$ cat src/rtl/float_exp_interp_pipe.sv
// float_exp_interp_pipe: six-stage streaming IEEE-754 exp(x) unit.
// exp(x) = 2^(x*log2e). The integer part of the product becomes the result
// exponent. The fraction indexes a 2^f table with linear interpolation.
// Optional build macro FLOAT_EXP_FLAGS_EN adds a flags[2:0] port carrying
// {invalid, overflow, underflow}, registered alongside c.
module float_exp_interp_pipe #(
    parameter int  EXP_BITS  = 8,
    parameter int  MAN_BITS  = 23,
    parameter int  STEPS     = 64,
    parameter real LIMIT     = 8.0,
    parameter int  FRAC_BITS = 28
) (
    input  logic                           clk,
    input  logic                           rst_n,
    input  logic                           in_valid,
    output logic                           in_ready,
    input  logic [EXP_BITS+MAN_BITS:0]     a,
    output logic                           out_valid,
    input  logic                           out_ready,
    output logic [EXP_BITS+MAN_BITS:0]     c
`ifdef FLOAT_EXP_FLAGS_EN
    ,
    output logic [2:0]                     flags
`endif
);
    localparam int FW   = 1 + EXP_BITS + MAN_BITS;
    localparam int KW   = 6;                    // signed integer bits of x and y; LIMIT must stay below 16
    localparam int W    = FRAC_BITS + KW;       // signed fixed-point width of x and y
    localparam int MW   = MAN_BITS + 1;         // mantissa including hidden bit
    localparam int XW   = MW + W;               // unpack scratch width
    localparam int IB   = $clog2(STEPS);
    localparam int RB   = FRAC_BITS - IB;
    localparam int TW   = MAN_BITS + 2;         // table entries hold 2.0 with one extra integer bit
    localparam int CW   = FRAC_BITS + 4;        // signed width of the log2e constant
    localparam int EW   = EXP_BITS + 2;
    localparam int BIAS = 2 ** (EXP_BITS - 1) - 1;

    localparam longint LIMIT_FIX = longint'(LIMIT * (2.0 ** FRAC_BITS));
    localparam longint LOG2E_FIX = longint'(1.4426950408889634 * (2.0 ** (FRAC_BITS + 2)));
    localparam logic signed [CW-1:0] LOG2E_C = CW'(LOG2E_FIX);
    localparam logic signed [EW-1:0] BIAS_E  = EW'(BIAS);
    localparam logic signed [EW-1:0] EMAX_E  = EW'(2 ** EXP_BITS - 1);
    localparam logic [FW-1:0] QNAN = {1'b0, {EXP_BITS{1'b1}}, 1'b1, {(MAN_BITS-1){1'b0}}};
    localparam logic [FW-1:0] PINF = {1'b0, {EXP_BITS{1'b1}}, {MAN_BITS{1'b0}}};

    // Special-case tags. Overflow/underflow sources are kept apart from
    // infinite inputs so the flag logic can tell them apart.
    typedef enum logic [2:0] {
        SP_NONE, SP_NAN, SP_INF_IN, SP_OVF, SP_ZERO_IN, SP_UNF
    } sp_e;

    logic adv;
    assign adv      = !out_valid || out_ready;
    assign in_ready = adv;

    // 2^(j/STEPS) table, entries fixed at elaboration.
    logic [TW-1:0] table_rom [0:STEPS];
    for (genvar j = 0; j <= STEPS; j++) begin : g_table
        localparam longint TV = longint'($pow(2.0, real'(j) / real'(STEPS)) * (2.0 ** MAN_BITS));
        assign table_rom[j] = TW'(TV);
    end

    // Stage registers
    logic                  v1, v2, v3, v4, v5;
    sp_e                   sp1, sp2, sp3, sp4, sp5;
    logic signed [W-1:0]   x1, y2;
    logic signed [KW-1:0]  k3, k4, k5;
    logic [IB-1:0]         i3;
    logic [RB-1:0]         r3, r4;
    logic [TW-1:0]         t0_4, t1_4, m5;

    // S1: classify and convert to signed fixed point, truncating toward zero.
    logic                  a_sign;
    logic [EXP_BITS-1:0]   a_exp;
    logic [MAN_BITS-1:0]   a_man;
    int                    unbiased, sh;
    logic [XW-1:0]         mag;
    logic signed [W-1:0]   x_fix;
    sp_e                   x_sp;
    assign {a_sign, a_exp, a_man} = a;

    // Unpack: specials, tiny/subnormal to zero, range check against LIMIT.
    // NOTE: every signal written here is given a default first so no latch is inferred.
    always_comb begin
        x_sp     = SP_NONE;
        x_fix    = '0;
        mag      = '0;
        unbiased = int'({1'b0, a_exp}) - BIAS;
        sh       = unbiased + FRAC_BITS - MAN_BITS;
        if (a_exp == '1) begin
            if (a_man != '0)  x_sp = SP_NAN;
            else if (a_sign)  x_sp = SP_ZERO_IN;
            else              x_sp = SP_INF_IN;
        end else if (a_exp == '0 || unbiased < -FRAC_BITS) begin
            x_fix = '0;
        end else if (unbiased >= KW - 2) begin
            x_sp = a_sign ? SP_UNF : SP_OVF;
        end else begin
            mag = XW'({1'b1, a_man});
            mag = (sh >= 0) ? (mag << sh) : (mag >> (-sh));
            if (mag > XW'(LIMIT_FIX))
                x_sp = a_sign ? SP_UNF : SP_OVF;
            else
                x_fix = a_sign ? -$signed(mag[W-1:0]) : $signed(mag[W-1:0]);
        end
    end

    // S2: y = x * log2e, truncated back to FRAC_BITS fraction bits.
    logic signed [W+CW-1:0] prod2;
    logic signed [W-1:0]    y_next;
    assign prod2  = x1 * LOG2E_C;
    assign y_next = W'(prod2 >>> (FRAC_BITS + 2));

    // S4: table lookup of both segment endpoints.
    logic [IB:0] i_lo, i_hi;
    assign i_lo = (IB+1)'(i3);
    assign i_hi = (IB+1)'(i3) + (IB+1)'(1);

    // S5: linear interpolation inside the segment, clamped below 2.0.
    logic [TW-1:0]    diff5, m_next;
    logic [TW+RB-1:0] prod5;
    always_comb begin
        diff5  = t1_4 - t0_4;
        prod5  = diff5 * r4;
        m_next = t0_4 + TW'(prod5 >> RB);
        if (m_next[TW-1])
            m_next = {1'b0, {(TW-1){1'b1}}};
    end

    // S6: exponent rebias, range clamp and special bypass.
    logic signed [EW-1:0] e_val;
    logic [FW-1:0]        c_next;
`ifdef FLOAT_EXP_FLAGS_EN
    logic [2:0]           flags_next;
`endif
    always_comb begin
        e_val  = EW'(k5) + BIAS_E;
        c_next = '0;
        case (sp5)
            SP_NAN:              c_next = QNAN;
            SP_INF_IN, SP_OVF:   c_next = PINF;
            SP_ZERO_IN, SP_UNF:  c_next = '0;
            default: begin
                if (e_val <= 0)           c_next = '0;
                else if (e_val >= EMAX_E) c_next = PINF;
                else                      c_next = {1'b0, e_val[EXP_BITS-1:0], m5[MAN_BITS-1:0]};
            end
        endcase
`ifdef FLOAT_EXP_FLAGS_EN
        flags_next    = '0;
        flags_next[2] = (sp5 == SP_NAN);
        flags_next[1] = (sp5 == SP_OVF) || (sp5 == SP_NONE && e_val >= EMAX_E);
        flags_next[0] = (sp5 == SP_UNF) || (sp5 == SP_NONE && e_val <= 0);
`endif
    end

    // Valid bits: cleared by reset, advance together when the output is free.
    // NOTE: sequential state uses non-blocking assignments so every stage samples pre-edge values.
    always_ff @(posedge clk) begin
        if (!rst_n) begin
            v1 <= 1'b0; v2 <= 1'b0; v3 <= 1'b0; v4 <= 1'b0; v5 <= 1'b0;
            out_valid <= 1'b0;
        end else if (adv) begin
            v1 <= in_valid && in_ready;
            v2 <= v1; v3 <= v2; v4 <= v3; v5 <= v4;
            out_valid <= v5;
        end
    end

    // Datapath registers: qualified by the valid bits, so they carry no reset.
    // NOTE: leaving payload registers unreset is safe because nothing reads them while their valid bit is 0.
    always_ff @(posedge clk) begin
        if (adv) begin
            sp1  <= x_sp;  x1 <= x_fix;
            sp2  <= sp1;   y2 <= y_next;
            sp3  <= sp2;   k3 <= y2[W-1:FRAC_BITS];
            i3   <= y2[FRAC_BITS-1 -: IB];
            r3   <= y2[RB-1:0];
            sp4  <= sp3;   k4 <= k3;  r4 <= r3;
            t0_4 <= table_rom[i_lo];
            t1_4 <= table_rom[i_hi];
            sp5  <= sp4;   k5 <= k4;  m5 <= m_next;
        end
    end

    // Output register: reset to 0, loaded only from a valid stage-5 item.
    always_ff @(posedge clk) begin
        if (!rst_n)
            c <= '0;
        else if (adv && v5)
            c <= c_next;
    end

`ifdef FLOAT_EXP_FLAGS_EN
    // Flags follow c, and read 0 whenever no result is presented.
    always_ff @(posedge clk) begin
        if (!rst_n)
            flags <= '0;
        else if (adv)
            flags <= v5 ? flags_next : 3'b000;
    end
`endif

endmodule

$ cat config.mk
export PLATFORM = sky130hd
export DESIGN_NAME = float_exp_interp_pipe
export DESIGN_NICKNAME = d
export VERILOG_FILES = /design/src/rtl/float_exp_interp_pipe.sv
export SDC_FILE = /design/constraint.sdc
export NUM_CORES = 2
export LEC_CHECK = 0
export BUFFER_PORTS_ARGS = -buffer_cell sky130_fd_sc_hd__buf_2
export CAP_MARGIN = 15
export CORE_MARGIN = 10
export CORE_UTILIZATION = 59
export DETAILED_ROUTE_END_ITERATION = 7
export GPL_TIMING_DRIVEN = 0
export PLACE_DENSITY = 0.75
export SLEW_MARGIN = 20
export SYNTH_ARGS = -nofsm -noshare
export SYNTH_HDL_FRONTEND = slang
export SYNTH_SLANG_ARGS = --single-unit
$ cat constraint.sdc
create_clock -name clk -period 13.2 [get_ports clk]
set_clock_uncertainty 0.05 [all_clocks]
set_input_delay 1.98 -clock clk [delete_from_list [all_inputs] [get_ports clk]]
set_output_delay 1.98 -clock clk [all_outputs]
set_load 0.005 [all_outputs]
---- Word level (Yosys, flattened, before mapping) ----
Memory sizes are Yosys's and may differ from the RTL's. A register that Yosys moved wholly into a read port is not among the register bits.
Cells that the tools add are included.
word-level totals
  input port bits ......................... 36
  memory bits (writable) .................. 0
  latch bits .............................. 0
  word-level logic and storage cells ...... 72
  ROM bits ................................ 6400
  memories ................................ 2
  register bits ........................... 212
  output and inout bits ................... 34
cells by class
  shift operators ......................... 2
  multipliers ............................. 2
  reductions and logical operators ........ 10
  divide/modulo/power cells ............... 0
  $add $sub $neg .......................... 9
  bitwise logic cells ..................... 2
  mux-type cells .......................... 12
  equal/unequal tests ..................... 6
  $lt $le $gt $ge ......................... 6
memories
  name              depth  width  read ports  clocked after Yosys merged registers in  write ports  line  RTL
  (name not given)  128    25     1           1                                        0            181   t1_4 <= table_rom[i_hi];
  (name not given)  128    25     1           1                                        0            180   t0_4 <= table_rom[i_lo];
operator list
  cell                                                                                  count
  31-bit case mux with 3 select lines                                                   1
  34-bit by 32-bit multiplier with 64-bit output, second input constant                 1
  31-bit 2-to-1 mux                                                                     2
  58-bit by 32-bit > comparator with 1-bit output, second input constant                1
  58-bit 2-to-1 mux                                                                     1
  24-bit by 32-bit left shift with 58-bit output                                        1
  24-bit by 32-bit >> shifter with 58-bit output                                        1
  25-bit by 22-bit multiplier with 47-bit output                                        1
  34-bit 2-to-1 mux                                                                     1
  34-bit negator                                                                        1
  11-bit negator with 32-bit output                                                     1
  25-bit adder                                                                          1
  25-bit subtractor                                                                     1
  23-bit nonzero test                                                                   1
  3-bit 2-to-1 mux                                                                      7
  11-bit by 1-bit greater-or-equal comparator with 1-bit output, second input constant  1
  10-bit by 6-bit subtractor with 11-bit output, second input constant                  1
  9-bit by 6-bit adder with 10-bit output, second input constant                        1
  6-bit by 8-bit adder with 9-bit output, second input constant                         1
  9-bit by 4-bit greater-or-equal comparator with 1-bit output, second input constant   1
  9-bit greater-or-equal comparator, second input constant                              1
  9-bit by 1-bit <= comparator with 1-bit output, second input constant                 1
  9-bit by 6-bit less-than comparator with 1-bit output, second input constant          1
  8-bit by 7-bit subtractor with 9-bit output, second input constant                    1
  other kinds (13)                                                                      18

---- Depth between registers and ports, before layout ----
  depth in word-level cells ............... 11
  depth in mapped cells ................... 55
  gate-level depth less buffers ........... 53

---- Worst setup path before layout ----
Ideal clock, no wire load.
  path type ............................... reg-to-reg
  start ................................... register t0_4[0]
  end ..................................... register m5[2], data pin
  stages on the path, launching flop included .. 52
  setup slack ............................. 1.276 ns
  data arrival time ....................... 11.604 ns
  data required time ...................... 12.880 ns
  library setup time ...................... 0.270 ns
  buffers on the path ..................... 2
  cells stage by stage .................... edfxtp_1 -> ha_1 -> fa_1 -> nor2b_1 -> o21ai_0 -> a21boi_0 -> o21ai_0 -> a21oi_1 -> o21ai_0 -> a31o_2 -> o41ai_1 -> a41o_1 -> nor2_1 -> xnor2_1 -> clkbuf_1 -> nand2_1 -> fa_1 -> fa_1 -> (+16 left out) -> nor2b_1 -> o21a_1 -> o21a_1 -> nor2_1 -> xnor2_1 -> ha_1 -> nor3_1 -> a21boi_0 -> a41o_1 -> o21ai_0 -> o211ai_1 -> a21boi_0 -> o41ai_1 -> a21bo_2 -> a221o_1 -> xnor2_1 -> clkbuf_1 -> o21ai_1
between the ends
  cells in the longest elaborated chain, start to end .. 3
ends and longest elaborated chain
  element                                         line  RTL
  from (decl)                                     70    logic [TW-1:0] t0_4, t1_4, m5;
  25-bit subtractor                               123   diff5 = t1_4 - t0_4;
  25-bit by 22-bit multiplier with 47-bit output  124   prod5 = diff5 * r4;
  25-bit adder *                                  125   m_next = t0_4 + TW'(prod5 >> RB);
  to (signal assigned)                            182   sp5 <= sp4; k5 <= k4; m5 <= m_next;
  to (decl)                                       70
Every way passes the cells marked *; elsewhere a longest branch is shown, timed or not.
A chain may end at the register's enable or synchronous reset.

---- Final worst setup path ----
  start ................................... register t0_4[1]
  end ..................................... register m5[0], data pin
The elaborated chain is that of the path after synthesis.

==> impl.org <==
** Hold path
- Hold path endpoint :: k4[0]
- Along the worst hold path, the cell count comes to 0.
- In this run the worst hold path is classified as register to register.
- The worst hold path begins at k3[0].

** Timing
- The total count of hold-check failures in the final report is 0.
- Setup violations remaining at the end of the flow were counted as 0.
- Period minus WS final :: 12730 ps
- The max-slew violation total from the final report was 0.
- In this run the tightest slew margin relative to its limit is 20.0%.
- Worst Max-Slew Pin Slew :: 1170 ps
- Top achievable clock speed :: 78.6 MHz
- TNS Setup :: 0 ps
- Share of the clock period used by the worst path :: between 90% and 100%

** Setup path
- In this run the worst path has a maximum fanout of 10.
- Crit path depth :: around 50
- Together, buffers and inverters on the worst path number 8.
- STA classifies the critical path startpoint as a register.
- In this design, the critical path's most frequently occurring cell is sky130_fd_sc_hd__fa_1.
- For this run, the slowest stage of the critical path takes between 600 and 700 ps.
- STA puts the critical path data required time at around 13000 ps.
- CP Data Arrival Time :: between 10000 and 15000 ps
- STA classifies the critical path endpoint as a register.
- The largest individual stage delay along the critical path comes from the cell sky130_fd_sc_hd__clkbuf_1.
- The startpoint identified for the worst register-to-register timing path is t0_4[1].
- The endpoint identified for the worst register-to-register timing path is m5[0].
- By startpoint and endpoint, the worst setup path is classified as register to register.
- Category of cells accounting for the largest share of critical-path delay :: compound AO/OA/AOI/OAI gates
- Counting cells, the worst reg-to-reg path comes to 51.
- The setup check on the worst reg-to-reg path leaves a slack of 470 ps.

** CTS
- TritonCTS Sinks :: 259
- Clk pin slew, worst setup/hold paths :: 60 ps
- Clock tree from TritonCTS :: built
- Maximum level of the CTS H-tree :: 2
- Number of clock buffers inserted by TritonCTS :: 34
- Clock latency of the later-clocked register in the worst-skew pair :: roughly 600 ps
- Maximum clock path buffer count :: 3
- CTS placed an instance of sky130_fd_sc_hd__clkbuf_16 at the clock tree root.

** Job
- Max-cap violations in this run came to 0.

** Die
- In this run the standard cell core region covers a little over 90000 sq um.
- The initial utilization of the core area, before any placement, comes to around three fifths.
- The floorplan step set the die width to between 300 and 400 um.
- From bottom edge to top edge, the die measures 325 um.
- The initialized floorplan defines 111 standard-cell rows.
- In this run the count of I/O pins placed on the die edge is 70.
- Total Die Area :: around 110000 sq um

** GRT
- Combined global-route utilization of all metal layers :: about a third
- Entering global routing, the biggest net connects 82 pins.
- The initial antenna violation count was 2.
- The number of global-route vias before repair came to 46800.
- Global-route wire length before repair :: 272000 um
- Summed over all layers, the global routing overflow is 0.

** Placed design
- Routability congestion estimate from global placement :: 1.02
- Placed standard-cell area :: 57000 sq um
- Post-detailed-placement half-perimeter wirelength :: 144000 um
- Port buffering added 65 buffers.

** Drt
- Routed Antenna Nets :: 0
- Total detailed-routing wirelength :: 176000 um
- For this block, the initial DRC count from the detailed router was 4454.
- After detailed routing, the number of vias per cell comes to 5.99.
- Overall via count from detail_route :: 43900
- The first detailed-routing pass took 7 iterations.
- Routed WL per cell :: 24.1 um
- Detailed-route DRC error count :: 0

** Status
- The run finished with clean final reports.

** Synthesis
- Number of distinct library cell variants in the gate-level netlist after synthesis :: 112
- For this run, the leading register cell type out of synthesis is sky130_fd_sc_hd__edfxtp_1.
- After synthesis the netlist holds a flip-flop and latch count of 259.
- Netlist area before placement :: 55000 sq um
- Counting flops with an async set or reset pin after synthesis yields a share of 0%.
- Mapped Nets :: around 7500
- Counting every instance in the synthesized netlist gives 5925.
- Count of yosys warnings during synthesis :: 0
- EDFF count, synth :: 222
- Dividing the synthesized area by the synthesized cell count gives 9.29 sq um.
- Portion of the post-synthesis area used by sequential elements :: 13.5%

** Layout
- In the final layout, the share of cells above drive strength 1 is 5.74%.
- The finished cells cover 58900 sq um.
- From synthesis to final layout, the design area changed by 7.09%.
- For this run, the share of the core covered by cells in the final layout is 64.0%.
- Net total in the final layout :: 7640
-- how the worst max path moves through the flow --
stage | end | start | slack, ps
2_1_floorplan | m5[2] | t0_4[0] | 1280
3_3_place_gp | m5[2] | t0_4[0] | -1900
3_5_place_dp | m5[2] | t0_4[1] | -2080
4_1_cts | m5[2] | t0_4[1] | 3
5_1_grt | m5[4] | t0_4[0] | -30
6_report | m5[0] | t0_4[1] | 470
-- Yosys cell counts, types with 25 or more instances --
library cell               instances  area, sq um
sky130_fd_sc_hd__a211oi_1         41          308
sky130_fd_sc_hd__a21boi_0         47          353
sky130_fd_sc_hd__a21o_1           27          203
sky130_fd_sc_hd__a21oi_1         218         1090
sky130_fd_sc_hd__a31oi_1          41          257
sky130_fd_sc_hd__and2_1          260         1630
sky130_fd_sc_hd__clkbuf_1        216          811
sky130_fd_sc_hd__dfxtp_1          37          741
sky130_fd_sc_hd__edfxtp_1        222         6670
sky130_fd_sc_hd__fa_1            936        18700
sky130_fd_sc_hd__ha_1            613         7670
sky130_fd_sc_hd__inv_1          1249         4690
sky130_fd_sc_hd__mux2i_1          60          601
sky130_fd_sc_hd__nand2_1         594         2230
sky130_fd_sc_hd__nand2b_1         49          307
sky130_fd_sc_hd__nand3_1          81          405
sky130_fd_sc_hd__nor2_1          262          983
sky130_fd_sc_hd__nor2b_1          51          319
sky130_fd_sc_hd__nor3_1           74          370
sky130_fd_sc_hd__o211ai_1         25          188
sky130_fd_sc_hd__o21a_1           31          233
sky130_fd_sc_hd__o21ai_0         176          881
sky130_fd_sc_hd__o31ai_1          31          233
sky130_fd_sc_hd__xnor2_1          87          762
sky130_fd_sc_hd__xor2_1           67          587
-- per-stage QoR --
stage / std cells / hold slack [ps] / setup WS, ps
4_1_cts: 7309 / 349 / 3.08
5_1_grt: 7324 / 360 / -28.8
3_5_place_dp: 7239 / 355 / -2080
3_3_place_gp: 7233 / 350 / -1900
6_report: 7327 / 347 / 470
2_1_floorplan: 5925 / 350 / 1280
-- routing by layer --
layer	GRT usage [%]	wire, um	up-vias
met5	0	24	-
met4	18.7	11600	4
met3	6.17	15300	618
met2	53.6	81500	2242
met1	41.9	67700	21800
li1	-	-	19200
-- cell usage in the layout, fill, tap and decap left out, types with 37 or more instances in the layout --
master / Yosys / layout
sky130_fd_sc_hd__xor2_1: 67 / 64
sky130_fd_sc_hd__xnor2_1: 87 / 76
sky130_fd_sc_hd__ha_1: 613 / 611
sky130_fd_sc_hd__a211oi_1: 41 / 40
sky130_fd_sc_hd__a21boi_0: 47 / 43
sky130_fd_sc_hd__nand2b_1: 49 / 49
sky130_fd_sc_hd__and2_1: 260 / 260
sky130_fd_sc_hd__mux2i_1: 60 / 60
sky130_fd_sc_hd__a31oi_1: 41 / 40
sky130_fd_sc_hd__o21ai_0: 176 / 166
sky130_fd_sc_hd__nand2_1: 594 / 594
sky130_fd_sc_hd__a21oi_1: 218 / 213
sky130_fd_sc_hd__nand3_1: 81 / 81
sky130_fd_sc_hd__clkbuf_1: 216 / 189
sky130_fd_sc_hd__nor3_1: 74 / 73
sky130_fd_sc_hd__nor2b_1: 51 / 51
sky130_fd_sc_hd__inv_1: 1249 / 1248
sky130_fd_sc_hd__nor2_1: 262 / 258
sky130_fd_sc_hd__fa_1: 936 / 935
sky130_fd_sc_hd__edfxtp_1: 222 / 222
sky130_fd_sc_hd__buf_2: 18 / 84
sky130_fd_sc_hd__dfxtp_1: 37 / 37
-- registers in the layout, summed over array words and instances, names as in the netlist, 6 cells and up --
signal,cells
y2,34
x1,34
i3,6
t0_4,23
c,31
r4,22
k3,6
t1_4,25
r3,22
k5,6
k4,6
m5,23
-- repair_timing --
action                                  4_1_cts  5_1_grt
pin swaps                                     7       25
gates resized for setup                      75       83
endpoints found under the setup margin       23       23
endpoints found under the hold margin         0        0
gates cloned                                  0        1
setup buffers                                 9       14
hold buffers                                  0        0
-- area by class of cell --
cell class              instances  area [sq um]
clock buffers                  40           893
plain buffers                 267          1250
clock inverters                22           308
multi-input cells            4140         42200
fillers                      7699         33100
well taps                    1243          1560
flip-flops and latches        259          7410
repair buffers                 95           622
diodes                          3          7.51
inverters                    1258          4730
-- kinds of logic after synthesis --
family | share of synthesized area (%)
compound gates | 10.2
xor+xnor | 2.75
fa+ha+maj | 48.0
buf+inv | 10.6
flops | 13.5
mux | 2.19
other cells | 0.00681
simple gates | 12.8
Power is not shown: default switching activity piles up to over one toggle a cycle in this logic, so the estimate is an artifact.
